$ cat config.mk
export PLATFORM = sky130hd
export DESIGN_NAME = pong_input_cond_flat
export DESIGN_NICKNAME = d
export VERILOG_FILES = /design/src/rtl/pong_input_cond_if.sv /design/src/rtl/pong_input_cond.sv /design/src/flat_wrapper.sv
export SDC_FILE = /design/constraint.sdc
export NUM_CORES = 1
export LEC_CHECK = 0
export BUFFER_PORTS_ARGS = -buffer_cell sky130_fd_sc_hd__clkbuf_2
export CORE_ASPECT_RATIO = 0.7
export CORE_UTILIZATION = 25
export CTS_BUF_LIST = sky130_fd_sc_hd__clkbuf_8
export DETAILED_ROUTE_END_ITERATION = 6
export PLACE_DENSITY_LB_ADDON = 0.25
export SLEW_MARGIN = 0
export SYNTH_ARGS = -nofsm -noshare
export SYNTH_HDL_FRONTEND = slang
export SYNTH_SLANG_ARGS = --single-unit
$ cat constraint.sdc
create_clock -name clk -period 2.95 [get_ports clk]
set_input_delay 0.59 -clock clk [delete_from_list [all_inputs] [get_ports clk]]
set_output_delay 0.59 -clock clk [all_outputs]
set_load 0.02 [all_outputs]
$ cat src/rtl/pong_input_cond_if.sv
// ============================================================================
//  Module      : pong_input_cond_if
//  Description : Bundle of raw user-input levels and their conditioned
//                counterparts exchanged with pong_input_cond.
//                master : input source side (drives raw levels/coordinates)
//                slave  : the conditioner (drives pulses and clamped coords)
//  Revision    : 1.0 - initial release
// ============================================================================
`default_nettype none

interface pong_input_cond_if;
    // Raw side
    logic        button_raw;
    logic        mouse_left_raw;
    logic [11:0] xpos_raw;
    logic [11:0] ypos_raw;
    // Conditioned side
    logic        button;
    logic        mouse_left;
    logic        mouse_left_level;
    logic [11:0] xpos;
    logic [11:0] ypos;

    modport master (
        output button_raw,
        output mouse_left_raw,
        output xpos_raw,
        output ypos_raw,
        input  button,
        input  mouse_left,
        input  mouse_left_level,
        input  xpos,
        input  ypos
    );

    modport slave (
        input  button_raw,
        input  mouse_left_raw,
        input  xpos_raw,
        input  ypos_raw,
        output button,
        output mouse_left,
        output mouse_left_level,
        output xpos,
        output ypos
    );
endinterface

`default_nettype wire

$ cat src/rtl/pong_input_cond.sv
// ============================================================================
//  Module      : pong_input_cond
//  Description : Conditions raw user inputs for the menu/game controller.
//                - push button: 2-flop sync, 4-state debounce, press pulse
//                - mouse left : 2-flop sync, rising-edge click pulse, level
//                - mouse x/y  : clamp to the visible area, delayed so the
//                               coordinates line up with the click pulse
//                Optional macro CLICK_HOLDOFF_EN adds a click hold-off
//                window that suppresses re-clicks for HOLDOFF_CYCLES.
//  Revision    : 1.0 - initial release
// ============================================================================
`default_nettype none

module pong_input_cond #(
    parameter int DEBOUNCE_CYCLES = 650000,
    parameter int H_MAX           = 1023,
    parameter int V_MAX           = 767,
    parameter int HOLDOFF_CYCLES  = 3250000
) (
    input  wire logic           clk,
    input  wire logic           rst,     // synchronous, active-low
    pong_input_cond_if.slave    bus
);

    // ------------------------------------------------------------------
    // Constants
    // ------------------------------------------------------------------
    localparam int c_CNT_W = (DEBOUNCE_CYCLES > 1) ? $clog2(DEBOUNCE_CYCLES) : 1;
    localparam logic [c_CNT_W-1:0] c_CNT_LAST = c_CNT_W'(DEBOUNCE_CYCLES - 1);
    localparam logic [11:0] c_H_MAX = 12'(H_MAX);
    localparam logic [11:0] c_V_MAX = 12'(V_MAX);

    // Debounce FSM encoding
    localparam logic [1:0] c_RELEASED  = 2'd0;
    localparam logic [1:0] c_ARMING    = 2'd1;
    localparam logic [1:0] c_PRESSED   = 2'd2;
    localparam logic [1:0] c_DISARMING = 2'd3;

    // ------------------------------------------------------------------
    // Signals
    // ------------------------------------------------------------------
    logic               r_btn_meta;
    logic               r_btn_s;
    logic               r_ml_meta;
    logic               r_ml_s;
    logic               r_ml_s_d;

    logic [1:0]         r_state;
    logic [c_CNT_W-1:0] r_cnt;
    logic [c_CNT_W-1:0] w_cnt_inc;
    logic               r_button;

    logic               w_hold_ok;
    logic               w_ml_rise;
    logic               r_mouse_left;

    logic [11:0]        w_x_clamp;
    logic [11:0]        w_y_clamp;
    logic [11:0]        r_x0;
    logic [11:0]        r_x1;
    logic [11:0]        r_x2;
    logic [11:0]        r_y0;
    logic [11:0]        r_y1;
    logic [11:0]        r_y2;

    // ------------------------------------------------------------------
    // Two-flop synchronisers for both asynchronous button levels, plus
    // the one-cycle delayed mouse level used for edge detection.
    // ------------------------------------------------------------------
    always_ff @(posedge clk) begin
        if (!rst) begin
            r_btn_meta <= 1'b0;
            r_btn_s    <= 1'b0;
            r_ml_meta  <= 1'b0;
            r_ml_s     <= 1'b0;
            r_ml_s_d   <= 1'b0;
        end else begin
            r_btn_meta <= bus.button_raw;
            r_btn_s    <= r_btn_meta;
            r_ml_meta  <= bus.mouse_left_raw;
            r_ml_s     <= r_ml_meta;
            r_ml_s_d   <= r_ml_s;
        end
    end

    // ------------------------------------------------------------------
    // Button debounce. The level must stay stable while the counter runs
    // up to DEBOUNCE_CYCLES-1; the transition fires on the edge where the
    // incremented count hits that value, so a clean press emerges exactly
    // 2 + DEBOUNCE_CYCLES cycles after the raw edge.
    // ------------------------------------------------------------------
    assign w_cnt_inc = r_cnt + 1'b1;

    // Debounce state machine and press pulse generation
    always_ff @(posedge clk) begin
        if (!rst) begin
            r_state  <= c_RELEASED;
            r_cnt    <= '0;
            r_button <= 1'b0;
        end else begin
            r_button <= 1'b0;
            case (r_state)
                c_RELEASED: begin
                    if (r_btn_s) begin
                        r_cnt   <= '0;
                        r_state <= c_ARMING;
                    end
                end
                c_ARMING: begin
                    if (!r_btn_s) begin
                        r_state <= c_RELEASED;
                    end else begin
                        r_cnt <= w_cnt_inc;
                        if (w_cnt_inc == c_CNT_LAST) begin
                            r_state  <= c_PRESSED;
                            r_button <= 1'b1;
                        end
                    end
                end
                c_PRESSED: begin
                    if (!r_btn_s) begin
                        r_cnt   <= '0;
                        r_state <= c_DISARMING;
                    end
                end
                c_DISARMING: begin
                    if (r_btn_s) begin
                        r_state <= c_PRESSED;
                    end else begin
                        r_cnt <= w_cnt_inc;
                        // Release is silent: no pulse on this transition
                        if (w_cnt_inc == c_CNT_LAST) begin
                            r_state <= c_RELEASED;
                        end
                    end
                end
                default: begin
                    r_state <= c_RELEASED;
                    r_cnt   <= '0;
                end
            endcase
        end
    end

    // ------------------------------------------------------------------
    // Optional click hold-off. When enabled, a rising edge is only turned
    // into a click while the hold-off counter is idle at zero.
    // ------------------------------------------------------------------
`ifdef CLICK_HOLDOFF_EN
    localparam int c_HOLD_W = (HOLDOFF_CYCLES > 1) ? $clog2(HOLDOFF_CYCLES) : 1;
    localparam logic [c_HOLD_W-1:0] c_HOLD_LOAD = c_HOLD_W'(HOLDOFF_CYCLES - 1);

    logic [c_HOLD_W-1:0] r_hold;

    assign w_hold_ok = (r_hold == '0);

    // Reload on every emitted click, then count down to zero
    always_ff @(posedge clk) begin
        if (!rst) begin
            r_hold <= '0;
        end else if (w_ml_rise) begin
            r_hold <= c_HOLD_LOAD;
        end else if (r_hold != '0) begin
            r_hold <= r_hold - 1'b1;
        end
    end
`else
    assign w_hold_ok = 1'b1;

    // Hold-off length has no effect in this build; keep it referenced
    if (HOLDOFF_CYCLES < 1) begin : g_holdoff_unused
    end
`endif

    assign w_ml_rise = r_ml_s & ~r_ml_s_d & w_hold_ok;

    // Registered click pulse: one cycle per accepted rising edge
    always_ff @(posedge clk) begin
        if (!rst) begin
            r_mouse_left <= 1'b0;
        end else begin
            r_mouse_left <= w_ml_rise;
        end
    end

    // ------------------------------------------------------------------
    // Coordinates: clamp on capture, then two more stages so that the
    // values seen with the click pulse are the ones sampled on the same
    // edge as the raw button edge (3 cycles, same as the click path).
    // ------------------------------------------------------------------
    assign w_x_clamp = (bus.xpos_raw > c_H_MAX) ? c_H_MAX : bus.xpos_raw;
    assign w_y_clamp = (bus.ypos_raw > c_V_MAX) ? c_V_MAX : bus.ypos_raw;

    // Clamp-and-align pipeline for x and y
    always_ff @(posedge clk) begin
        if (!rst) begin
            r_x0 <= '0;
            r_x1 <= '0;
            r_x2 <= '0;
            r_y0 <= '0;
            r_y1 <= '0;
            r_y2 <= '0;
        end else begin
            r_x0 <= w_x_clamp;
            r_x1 <= r_x0;
            r_x2 <= r_x1;
            r_y0 <= w_y_clamp;
            r_y1 <= r_y0;
            r_y2 <= r_y1;
        end
    end

    // ------------------------------------------------------------------
    // Outputs
    // ------------------------------------------------------------------
    assign bus.button           = r_button;
    assign bus.mouse_left       = r_mouse_left;
    assign bus.mouse_left_level = r_ml_s_d;
    assign bus.xpos             = r_x2;
    assign bus.ypos             = r_y2;

endmodule

`default_nettype wire

$ cat src/flat_wrapper.sv
// flat-port wrapper written by rule: the top's interface ports become plain ports
module pong_input_cond_flat 
#(
    parameter int DEBOUNCE_CYCLES = 650000,
    parameter int H_MAX           = 1023,
    parameter int V_MAX           = 767,
    parameter int HOLDOFF_CYCLES  = 3250000
)
  (clk, rst, bus_button_raw, bus_mouse_left_raw, bus_xpos_raw, bus_ypos_raw, bus_button, bus_mouse_left, bus_mouse_left_level, bus_xpos, bus_ypos);
  pong_input_cond_if bus_i ();
  input  wire logic clk;
  input  wire logic rst;
  input wire logic [$bits(bus_i.button_raw)-1:0] bus_button_raw;
  input wire logic [$bits(bus_i.mouse_left_raw)-1:0] bus_mouse_left_raw;
  input wire logic [$bits(bus_i.xpos_raw)-1:0] bus_xpos_raw;
  input wire logic [$bits(bus_i.ypos_raw)-1:0] bus_ypos_raw;
  output wire logic [$bits(bus_i.button)-1:0] bus_button;
  output wire logic [$bits(bus_i.mouse_left)-1:0] bus_mouse_left;
  output wire logic [$bits(bus_i.mouse_left_level)-1:0] bus_mouse_left_level;
  output wire logic [$bits(bus_i.xpos)-1:0] bus_xpos;
  output wire logic [$bits(bus_i.ypos)-1:0] bus_ypos;
  assign bus_i.button_raw = bus_button_raw;
  assign bus_i.mouse_left_raw = bus_mouse_left_raw;
  assign bus_i.xpos_raw = bus_xpos_raw;
  assign bus_i.ypos_raw = bus_ypos_raw;
  assign bus_button = bus_i.button;
  assign bus_mouse_left = bus_i.mouse_left;
  assign bus_mouse_left_level = bus_i.mouse_left_level;
  assign bus_xpos = bus_i.xpos;
  assign bus_ypos = bus_i.ypos;
  pong_input_cond #(.DEBOUNCE_CYCLES(DEBOUNCE_CYCLES), .H_MAX(H_MAX), .V_MAX(V_MAX), .HOLDOFF_CYCLES(HOLDOFF_CYCLES)) u_core (.clk(clk), .rst(rst), .bus(bus_i));
endmodule
-- Word-level counts from Yosys, hierarchy flattened
Index checks and enable logic that the tools add are counted.
- bitwise gates (word level): 3
- mux-type cells: 15
- reductions and logical operators: 6
- equal/unequal tests: 10
- magnitude comparators: 2
- add/sub/neg operators: 1
- operator list (operator ; number):
    2-to-1 mux 20 bit ; 4
    one-hot mux 20 bit (4 select lines) ; 1
    > comparator 12 x 10 -> 1 bit (second input constant) ; 2
    adder 20 x 1 -> 20 bit (second input constant) ; 1
    equality test 20 bit (second input constant) ; 1
    2-to-1 mux 10 bit ; 2
    2-to-1 mux 2 bit ; 6
    one-hot mux 2 bit (4 select lines) ; 1
    AND reduction 4 bit ; 2
    equality test 2 bit (second input constant) ; 2
    inequality test 2 x 1 -> 1 bit (second input constant) ; 2
    inequality test 2 bit (second input constant) ; 2
    OR reduction 2 bit ; 2
    inequality test 3 x 1 -> 1 bit (second input constant) ; 1
    inequality test 3 bit (second input constant) ; 1
    AND reduction 3 bit ; 1
    equality test 2 x 1 -> 1 bit (second input constant) ; 1
    zero test 2 bit ; 1
    inverter 1 bit ; 2
    AND 1 bit ; 1
    2-to-1 mux 1 bit ; 1
- output and inout port bits: 27
- flip-flop bits (word level): 101
- input port bits: 28
- word-level logic and storage cells: 54

-- Logic depth before layout (Yosys ltp)
Gate-level depths: netlist (run 1).
- depth in word-level cells: 5
- mapped depth: 8
- mapped depth without buffers: 7

-- Worst setup path after synthesis (run 1)
OpenSTA, ideal clock, no wires.
- path kind: reg-to-reg
- start: register u_core.r_cnt[0]
- end: register u_core.r_state[0]
- data required time: 2.820 ns
- buffers on the path: 1
- clock period less this slack: 2.295 ns
- library setup time: 0.130 ns
- stages on the path, launching flop included: 9
- data arrival time: 2.164 ns
- path slack: 0.655 ns
- path through: dfxtp_1 -> ha_1 -> nand3_1 -> or3_1 -> clkbuf_2 -> nor4_1 -> a311o_1 -> or3b_1 -> nor3b_2
- longest elaborated chain between the ends: 4
- elaborated cells between the ends (all ways): 5
- classes of those cells: 1 x add/sub; 3 x eq/ne; 1 x reduce/logical
- RTL lines (item ; RTL line ; text):
    start: declaration ; pong_input_cond.sv:49 ; logic [c_CNT_W-1:0] r_cnt;
    start signal: assignment ; pong_input_cond.sv:113 ; r_cnt <= w_cnt_inc;
    start signal: assignment ; pong_input_cond.sv:130 ; r_cnt <= w_cnt_inc;
    adder 20 x 1 -> 20 bit * ; pong_input_cond.sv:92 ; assign w_cnt_inc = r_cnt + 1'b1;
    equality test 20 bit * ; pong_input_cond.sv:114, pong_input_cond.sv:132 ;
    inequality test 3 x 1 -> 1 bit (no line) or inequality test 3 bit (tied branches) ; n/a ;
    AND reduction 4 bit (no line) * ; n/a ;
    end signal: assignment ; pong_input_cond.sv:97 ; r_state <= c_RELEASED;
    end signal: assignment ; pong_input_cond.sv:115 ; r_state <= c_PRESSED;
    end signal: assignment ; pong_input_cond.sv:133 ; r_state <= c_RELEASED;
    end: declaration ; pong_input_cond.sv:48 ; logic [1:0] r_state;
Every way passes the cells marked *; elsewhere a longest branch is shown, timed or not.
A chain may end at the register's enable or synchronous reset.

-- Final worst setup path (run 1)
- start: register u_core.r_cnt[1]
- end: register u_core.r_state[0]
The elaborated chain is that of the path after synthesis.

==> flow_summary.yaml, run 1 <==
run_status:
  status: "completed"
yosys:
  ys_warn_count: 0
  synth_top_area_share_pct: 56.3
  synth_mux_area_share_pct: 0.836
  synth_most_common_cell: "dfxtp_1"
  synth.distinct_cells: 52
  synth_area_um2: 3590
  syn_avg_cell_area_um2: 9.45
  synth_xor_area_share_pct: 1.71
  ys_seq_area_share_pct: 56.3
  synth-seq-cells: 101
  synth_simple_gate_area_share_pct: 28.7
  synthFlopType: "dfxtp_1"
  yosysTopAreaCell: "dfxtp_1"
  synthCells: 380
  async_flop_share_pct: 0
  synth_commonest_cells: "dfxtp_1, nor2_1, and2_1, clkbuf_1, a21oi_1"
  synth.top_cells.by_area: "dfxtp_1, and2_1, nor2_1"
  synth_fa_ha_area_share_pct: 0.697
  synth_top_family_by_area: "simple AND/OR/NAND/NOR gates"
  synth_edf_count: 0
  synth_compound_area_share_pct: 8.50
clock_tree:
  clock_sinks: 101
  clk_pin_slew_ns: 0.10
  clock_path_buffers: 2
  cts_buffers: 9
  htreeDepth: 3
  cts_tree: "yes"
  cts_root_buffer: "clkbuf_8"
  postCtsSetupBuffers: 0
  clkLatencyLatePin_ns: 0.36
  cts_resized: 0
  cts-hold-fix-buffers: 0
pwr:
  power_density_nw_per_um2: 591
  finalPower_mw: 2.53
  irDropWorstVdd_v: 0.000264
  leakage_nw: 1.76
critical_path:
  required_ns: 3.19
  rr_worst_depth: 7
  critical_path.cell_chain: "ha_1, nand3_1, or3_1, nor4_1, a311o_1, or3b_1, nor3b_2"
  cp-end-kind: "flop"
  cp.arrival_ns: 2.81
  reg2reg_slack_ns: 0.37
  r2r_end: "u_core.r_state[0]"
  worst_path_max_delay_cell: "dfxtp_1"
  cp_max_fo: 7
  slowest_delay_ns: 0.46
  startpoint_type: "flop"
  r2r_start: "u_core.r_cnt[1]"
  crit_type: "flop to flop"
grt:
  first_global_vias: 2190
  overflow: 0
  grt_antenna_before_repair: 0
  grt_max_degree: 58
  grt_pass1_wl_um: 11100
  grt_usage_pct: 9.58
sta:
  period_share_pct: 87.3
  slew_headroom_pct: 59.8
  setup_ws_ns: 0.374
  tns_ns: 0
  setup_violations: 0
  rsz0062_at_grt: "no"
  slew_violations: 0
  period_minus_slack_ns: 2.58
  fin_skew_ns: 0.00614
  max_clock_freq_mhz: 388
  worst_slew_pin_slew_ns: 0.604
  hold_viol: 0
layout:
  post-route-util_pct: 30.7
  antenna_cells: 0
  area_growth_pct: 19.4
  drive_gt1_share_pct: 19.4
  fin_nets: 459
route:
  first_pass_iters: 4
  vias_per_cell: 4.15
  routedWlPerCell_um: 11.1
  drt-initial-drc-count: 117
  ant_nets: 0
  drt_wl_total_um: 6930
  route.detailed.drc: 0
  vias: 2588
worst_hold_path:
  hp-start: "u_core.bus.mouse_left_level"
  worstHoldEndpoint: "u_core.bus.mouse_left"
  hold_class: "flop to flop"
  whs_path_depth: 1
placed_design:
  place_ws_ns: 0.407
  io_buffers: 54
  dp_hpwl_um: 4710
  place.gp.congestion: 0.827
flow_run:
  cap_violations: 0
die:
  initial_core_util_pct: 25.7
  dieArea_um2: 14900
  rows: 36
  core_um2: 14000
  fp.dieH_um: 102
  ios: 55
  die_w_um: 145
[metrics by stage]
| stage | area, um2 | hold slack [ns] | cells |
|---|---|---|---|
| finish | 4290 | 0.427 | 624 |
| global route | 4290 | 0.413 | 624 |
| CTS | 4290 | 0.402 | 624 |
| detailed placement | 4060 | 0.402 | 608 |
| global placement | 4060 | 0.405 | 608 |
| floorplan | 3600 | 0.412 | 383 |
[kinds of logic after synthesis]
logic type               Yosys count
AO/OA/AOI/OAI                     47
flip-flops                       101
other                              1
AND/OR/NAND/NOR                  191
buffers and inverters             28
adder cells (fa/ha/maj)            2
multiplexers                       3
XOR/XNOR                           7
[how the worst max path moves through the flow]
| stage | from | to | slack [ns] | cells past startpoint |
|---|---|---|---|---|
| after CTS | u_core.r_cnt[1] | u_core.r_state[0] | 0.38 | 7 |
| after detailed placement | u_core.r_cnt[1] | u_core.r_state[0] | 0.41 | 7 |
| final | u_core.r_cnt[1] | u_core.r_state[0] | 0.37 | 7 |
| after floorplan | u_core.r_cnt[0] | u_core.r_state[0] | 0.66 | 8 |
| after global routing | u_core.r_cnt[0] | u_core.r_state[0] | 0.17 | 7 |
| after global placement | u_core.r_cnt[0] | u_core.r_state[0] | 0.48 | 7 |
[layer usage]
layer  share of wire (%)  wire, um  up-vias  track usage [%]
met5                   0         0        -                0
met4                0.48        33        0             3.08
met3                 6.2       428        6             3.44
met2                  39      2730       59             12.4
met1                  54      3740     1165             14.2
li1                    -         -     1358                -
[flip-flops by register name, indices dropped and copies added (netlist names), 12 cells and up, named ones only]
name,flops
u_core.r_cnt,20
u_core.bus.xpos,12
u_core.bus.ypos,12
u_core.r_x0,12
u_core.r_x1,12
u_core.r_y0,12
u_core.r_y1,12
[report_power, final]
part / switching (mW) / internal [mW] / total, mW / leakage, nW
Sequential: 0.0121 / 1.42 / 1.43 / 0.833
Combinational: 0.0703 / 0.0516 / 0.122 / 0.818
Clock: 0.492 / 0.489 / 0.981 / 0.109
[critical path: cells and delay by family, from the launching register on]
| kind | cells | cell delay (ns) |
|---|---|---|
| AOI/OAI and AO/OA | 1 | 0.18 |
| and+or+nand+nor | 5 | 1.49 |
| DFF | 1 | 0.46 |
| adders and majority gates | 1 | 0.33 |
[cells in the final DEF, fill, tap and decap left out, types with 5 or more instances in the layout]
cell	count
clkbuf_2	54
and3_1	5
nor2_1	59
dfxtp_1	101
nor3_1	12
clkbuf_8	9
inv_1	5
a21oi_1	17
nand4_1	5
and2_1	53
nand3_1	8
o21ai_0	6
nand2_1	16
a21o_1	10
[cell type report]
type | instances | area (um2)
multi-input cells | 254 | 1480
clock buffers | 9 | 124
repair buffers | 58 | 300
well taps | 190 | 238
flip-flops and latches | 101 | 2020
fillers | 1473 | 9680
inverters | 5 | 18.8
clock inverters | 7 | 109
Note: power is estimated with default switching activity, not from simulation.
==> inputs of run 2 (changes only) <==
--- a/config.mk
+++ b/config.mk
@@ -6,7 +6,7 @@
 export NUM_CORES = 1
 export LEC_CHECK = 0
 export BUFFER_PORTS_ARGS = -buffer_cell sky130_fd_sc_hd__clkbuf_2
-export CORE_ASPECT_RATIO = 0.7
+export CORE_ASPECT_RATIO = 2
 export CORE_UTILIZATION = 25
 export CTS_BUF_LIST = sky130_fd_sc_hd__clkbuf_8
 export DETAILED_ROUTE_END_ITERATION = 6
==> flow_summary.yaml, run 2 (synthesized netlist as in run 1, its figures left out) <==
layout:
  antenna_cells: 0
  largest-register: "u_core.r_cnt"
  final_cell_mix: "dfxtp_1, nor2_1, clkbuf_2, and2_1, a21oi_1"
  fillCellCount: 1459
  area_growth_pct: 18.4
  fin_nets: 459
  final_common_cell: "dfxtp_1"
  drive_gt1_share_pct: 19.4
  largest_reg_flops: 20
die:
  fp.dieH_um: 172
  die_w_um: 86.8
  ios: 55
  initial_core_util_pct: 25.7
  dieArea_um2: 14900
  rows: 61
  core_um2: 14000
sta:
  rsz0062_at_grt: "no"
  slew_violations: 0
  slew_headroom_pct: 58.3
  fin_skew_ns: 0.00973
  hold_viol: 0
  tns_ns: 0
  period_share_pct: 91.1
  period_minus_slack_ns: 2.69
  worst_slew_pin_slew_ns: 0.621
  setup_ws_ns: 0.263
  setup_violations: 0
  max_clock_freq_mhz: 372
route:
  route.detailed.drc: 0
  wl_met3_um: 186
  first_pass_iters: 4
  drt-initial-drc-count: 131
  drt-met1-wl_um: 2750
  dr_wl_met2_um: 3940
  vias_per_cell: 4.28
  vias: 2666
  routedWlPerCell_um: 11.4
  highest_layer: "met4"
  drt_wl_total_um: 7090
  ant_nets: 0
critical_path:
  cp.arrival_ns: 2.93
  cp_max_fo: 8
  cp-end-kind: "flop"
  crit_type: "flop to flop"
  required_ns: 3.20
  startpoint_type: "flop"
worst_hold_path:
  hold_class: "flop to flop"
clock_tree:
  clock_sinks: 101
  cts_root_buffer: "clkbuf_8"
  cts_buffers: 9
  clkLatencyLatePin_ns: 0.36
  cts_resized: 0
  clock_path_buffers: 2
  cts_tree: "yes"
  clk_pin_slew_ns: 0.10
  cts-hold-fix-buffers: 0
  htreeDepth: 3
  postCtsSetupBuffers: 0
pwr:
  irDropWorstVdd_v: 0.000192
  leakage_nw: 1.75
  power_density_nw_per_um2: 567
grt:
  grt_max_degree: 58
  overflow: 0
  first_global_vias: 2417
  grt_antenna_before_repair: 0
  grt_pass1_wl_um: 11600
  grt_usage_pct: 10.1
placed_design:
  place.gp.congestion: 0.798
  place_ws_ns: 0.340
  dp_hpwl_um: 4960
  io_buffers: 54
run_status:
  status: "completed"
flow_run:
  cap_violations: 0
[run 2: final cells by class]
| cell class | count | area [um2] | share of cell area [%] |
|---|---|---|---|
| timing repair buffer | 58 | 300 | 7.06 |
| multi-input combinational | 254 | 1480 | 34.7 |
| tap | 189 | 236 | 5.56 |
| sequential | 101 | 2020 | 47.5 |
| inverter | 5 | 18.8 | 0.441 |
| clock buffer | 9 | 124 | 2.91 |
| clock inverter | 7 | 75.1 | 1.77 |
[run 2: stage by stage]
step / hold WS, ns / cell area (um2) / cells / power [mW] / util [%]
floorplan: 0.412 / 3600 / 383 / 1.53 / -
global placement: 0.400 / 4050 / 607 / 1.58 / 29.0
detailed placement: 0.414 / 4050 / 607 / 1.59 / 29.0
CTS: 0.410 / 4250 / 623 / 2.47 / 30.4
global route: 0.410 / 4250 / 623 / 2.54 / 30.4
finish: 0.424 / 4250 / 623 / 2.41 / 30.4
[run 2: per-layer routing]
metal | GRT usage (%) | vias to the layer above
met1 | 10.1 | 1228
met3 | 2.02 | 15
li1 | - | 1359
met5 | 0 | -
met2 | 18.8 | 64
met4 | 6.01 | 0
[run 2: critical path, stage by stage (launching register included)]
cell and delay (ns):
dfxtp_1 0.46, ha_1 0.34, nand3_1 0.20, or3_1 0.45, nor4_1 0.31, a311o_1 0.23, or3b_1 0.40, nor3b_2 0.17
[run 2: path summary, 6_finish.rpt]
kind,from,end,slack (ns),cells past startpoint
max,u_core.r_cnt[0],u_core.r_state[0],0.26,7
min,u_core.bus.mouse_left_level,u_core.bus.mouse_left,0.42,1
min reg2reg,u_core.bus.mouse_left_level,u_core.bus.mouse_left,0.42,1
max reg2reg,u_core.r_cnt[0],u_core.r_state[0],0.26,7
[run 2: power by group]
group          switching (mW)  internal [mW]
logic                  0.0689         0.0516
registers              0.0123           1.42
clock network           0.526          0.336
==> inputs of run 3 (changes only) <==
--- a/config.mk
+++ b/config.mk
@@ -6,7 +6,6 @@
 export NUM_CORES = 1
 export LEC_CHECK = 0
 export BUFFER_PORTS_ARGS = -buffer_cell sky130_fd_sc_hd__clkbuf_2
-export CORE_ASPECT_RATIO = 2
 export CORE_UTILIZATION = 25
 export CTS_BUF_LIST = sky130_fd_sc_hd__clkbuf_8
 export DETAILED_ROUTE_END_ITERATION = 6
==> flow_summary.yaml, run 3 (synthesized netlist as in run 1, its figures left out) <==
run_status:
  status: "completed"
route:
  vias_per_cell: 4.23
  route.detailed.drc: 0
  ant_nets: 0
  first_pass_iters: 5
  drt-initial-drc-count: 160
  routedWlPerCell_um: 11.4
  vias: 2596
  drt_wl_total_um: 6980
layout:
  fillCellCount: 1453
  post-route-util_pct: 30.5
  fin_nets: 459
  drive_gt1_share_pct: 18.9
  largest-register: "u_core.r_cnt"
  area_growth_pct: 18.4
  antenna_cells: 0
  largest_reg_flops: 20
  final_common_cell: "dfxtp_1"
  final_cell_mix: "dfxtp_1, nor2_1, clkbuf_2, and2_1, a21oi_1"
pwr:
  irDropWorstVdd_v: 0.000211
  power_density_nw_per_um2: 585
  leakage_nw: 1.75
sta:
  fin_skew_ns: 0.00580
  hold_viol: 0
  period_minus_slack_ns: 2.55
  slew_violations: 0
  slew_headroom_pct: 53.6
  setup_violations: 0
  tns_ns: 0
  max_clock_freq_mhz: 392
  worst_slew_pin_slew_ns: 0.678
  period_share_pct: 86.5
  rsz0062_at_grt: "no"
clock_tree:
  htreeDepth: 3
  cts_resized: 0
  cts_root_buffer: "clkbuf_8"
  clock_path_buffers: 2
  cts-hold-fix-buffers: 0
  cts_tree: "yes"
  postCtsSetupBuffers: 0
  clkLatencyLatePin_ns: 0.36
  cts_buffers: 9
  clock_sinks: 101
  clk_pin_slew_ns: 0.09
critical_path:
  cp-end-kind: "flop"
  startpoint_type: "flop"
  required_ns: 3.19
  r2r_start: "u_core.r_cnt[0]"
  r2r_end: "u_core.r_state[0]"
  cp.arrival_ns: 2.79
  cp-startpoint: "u_core.r_cnt[0]"
  crit_type: "flop to flop"
  rr_worst_depth: 7
  reg2reg_slack_ns: 0.40
  cp_max_fo: 8
die:
  initial_core_util_pct: 25.8
  fp.dieH_um: 122
  ios: 55
  die_w_um: 122
  rows: 43
  dieArea_um2: 14900
  core_um2: 13900
placed_design:
  place.gp.congestion: 0.797
  io_buffers: 54
  dp_hpwl_um: 4560
worst_hold_path:
  whs_path_depth: 1
  hp-start: "u_core.bus.mouse_left_level"
  worstHoldEndpoint: "u_core.bus.mouse_left"
  hold_class: "flop to flop"
grt:
  grt_max_degree: 58
  grt_usage_pct: 9.94
  grt.busiest_layer: "met2"
  first_global_vias: 2409
  grtUsageMet3_pct: 3.14
  overflow: 0
  grt_use_met1_pct: 12.8
  grt_antenna_before_repair: 0
  grt.met2_usage_pct: 15.3
  grt_pass1_wl_um: 11500
flow_run:
  cap_violations: 0
run 3: power breakdown:
group          leakage, nW  internal, mW  switching [mW]
registers            0.833          1.42          0.0125
logic                0.818        0.0516          0.0700
clock network        0.103         0.473           0.465
total                 1.75          1.94           0.547
run 3: through the flow:
step           instance area [um2]  std cells  power, mW  hold slack (ns)  setup WS [ns]
3_5_place_dp                  4040        598       1.59            0.417          0.428
4_1_cts                       4250        613       2.55            0.413          0.398
6_report                      4250        613       2.49            0.430          0.398
2_1_floorplan                 3600        383       1.53            0.412          0.655
5_1_grt                       4250        613       2.61            0.423          0.175
3_3_place_gp                  4040        598       1.58            0.413          0.471
run 3: how the worst max path moves through the flow:
stage	end	slack, ns	cells past startpoint
finish	u_core.r_state[0]	0.40	7
global route	u_core.r_state[0]	0.17	7
CTS	u_core.r_state[0]	0.40	7
detailed placement	u_core.r_state[0]	0.43	7
global placement	u_core.r_state[0]	0.47	7
floorplan	u_core.r_state[0]	0.66	8
run 3: layer usage:
metal  part of all wire (%)  wire (um)
met1                     51       3540
met2                     44       3060
met5                      0          0
met4                   0.72         50
met3                    4.7        325
run 3: cell type report:
class | instances | area [um2] | share of cell area (%)
Clock inverter | 6 | 87.6 | 2.06
Clock buffer | 9 | 124 | 2.91
Multi-Input combinational cell | 254 | 1480 | 34.7
Inverter | 5 | 18.8 | 0.441
Sequential cell | 101 | 2020 | 47.5
Tap cell | 180 | 225 | 5.29
Timing Repair Buffer | 58 | 300 | 7.06
run 3: worst max-delay path, cell delays in order, from the launching register on:
cell     delay, ns
dfxtp_1       0.46
ha_1          0.32
nand3_1       0.18
or3_1         0.43
nor4_1        0.29
a311o_1       0.19
or3b_1        0.39
nor3b_2       0.17
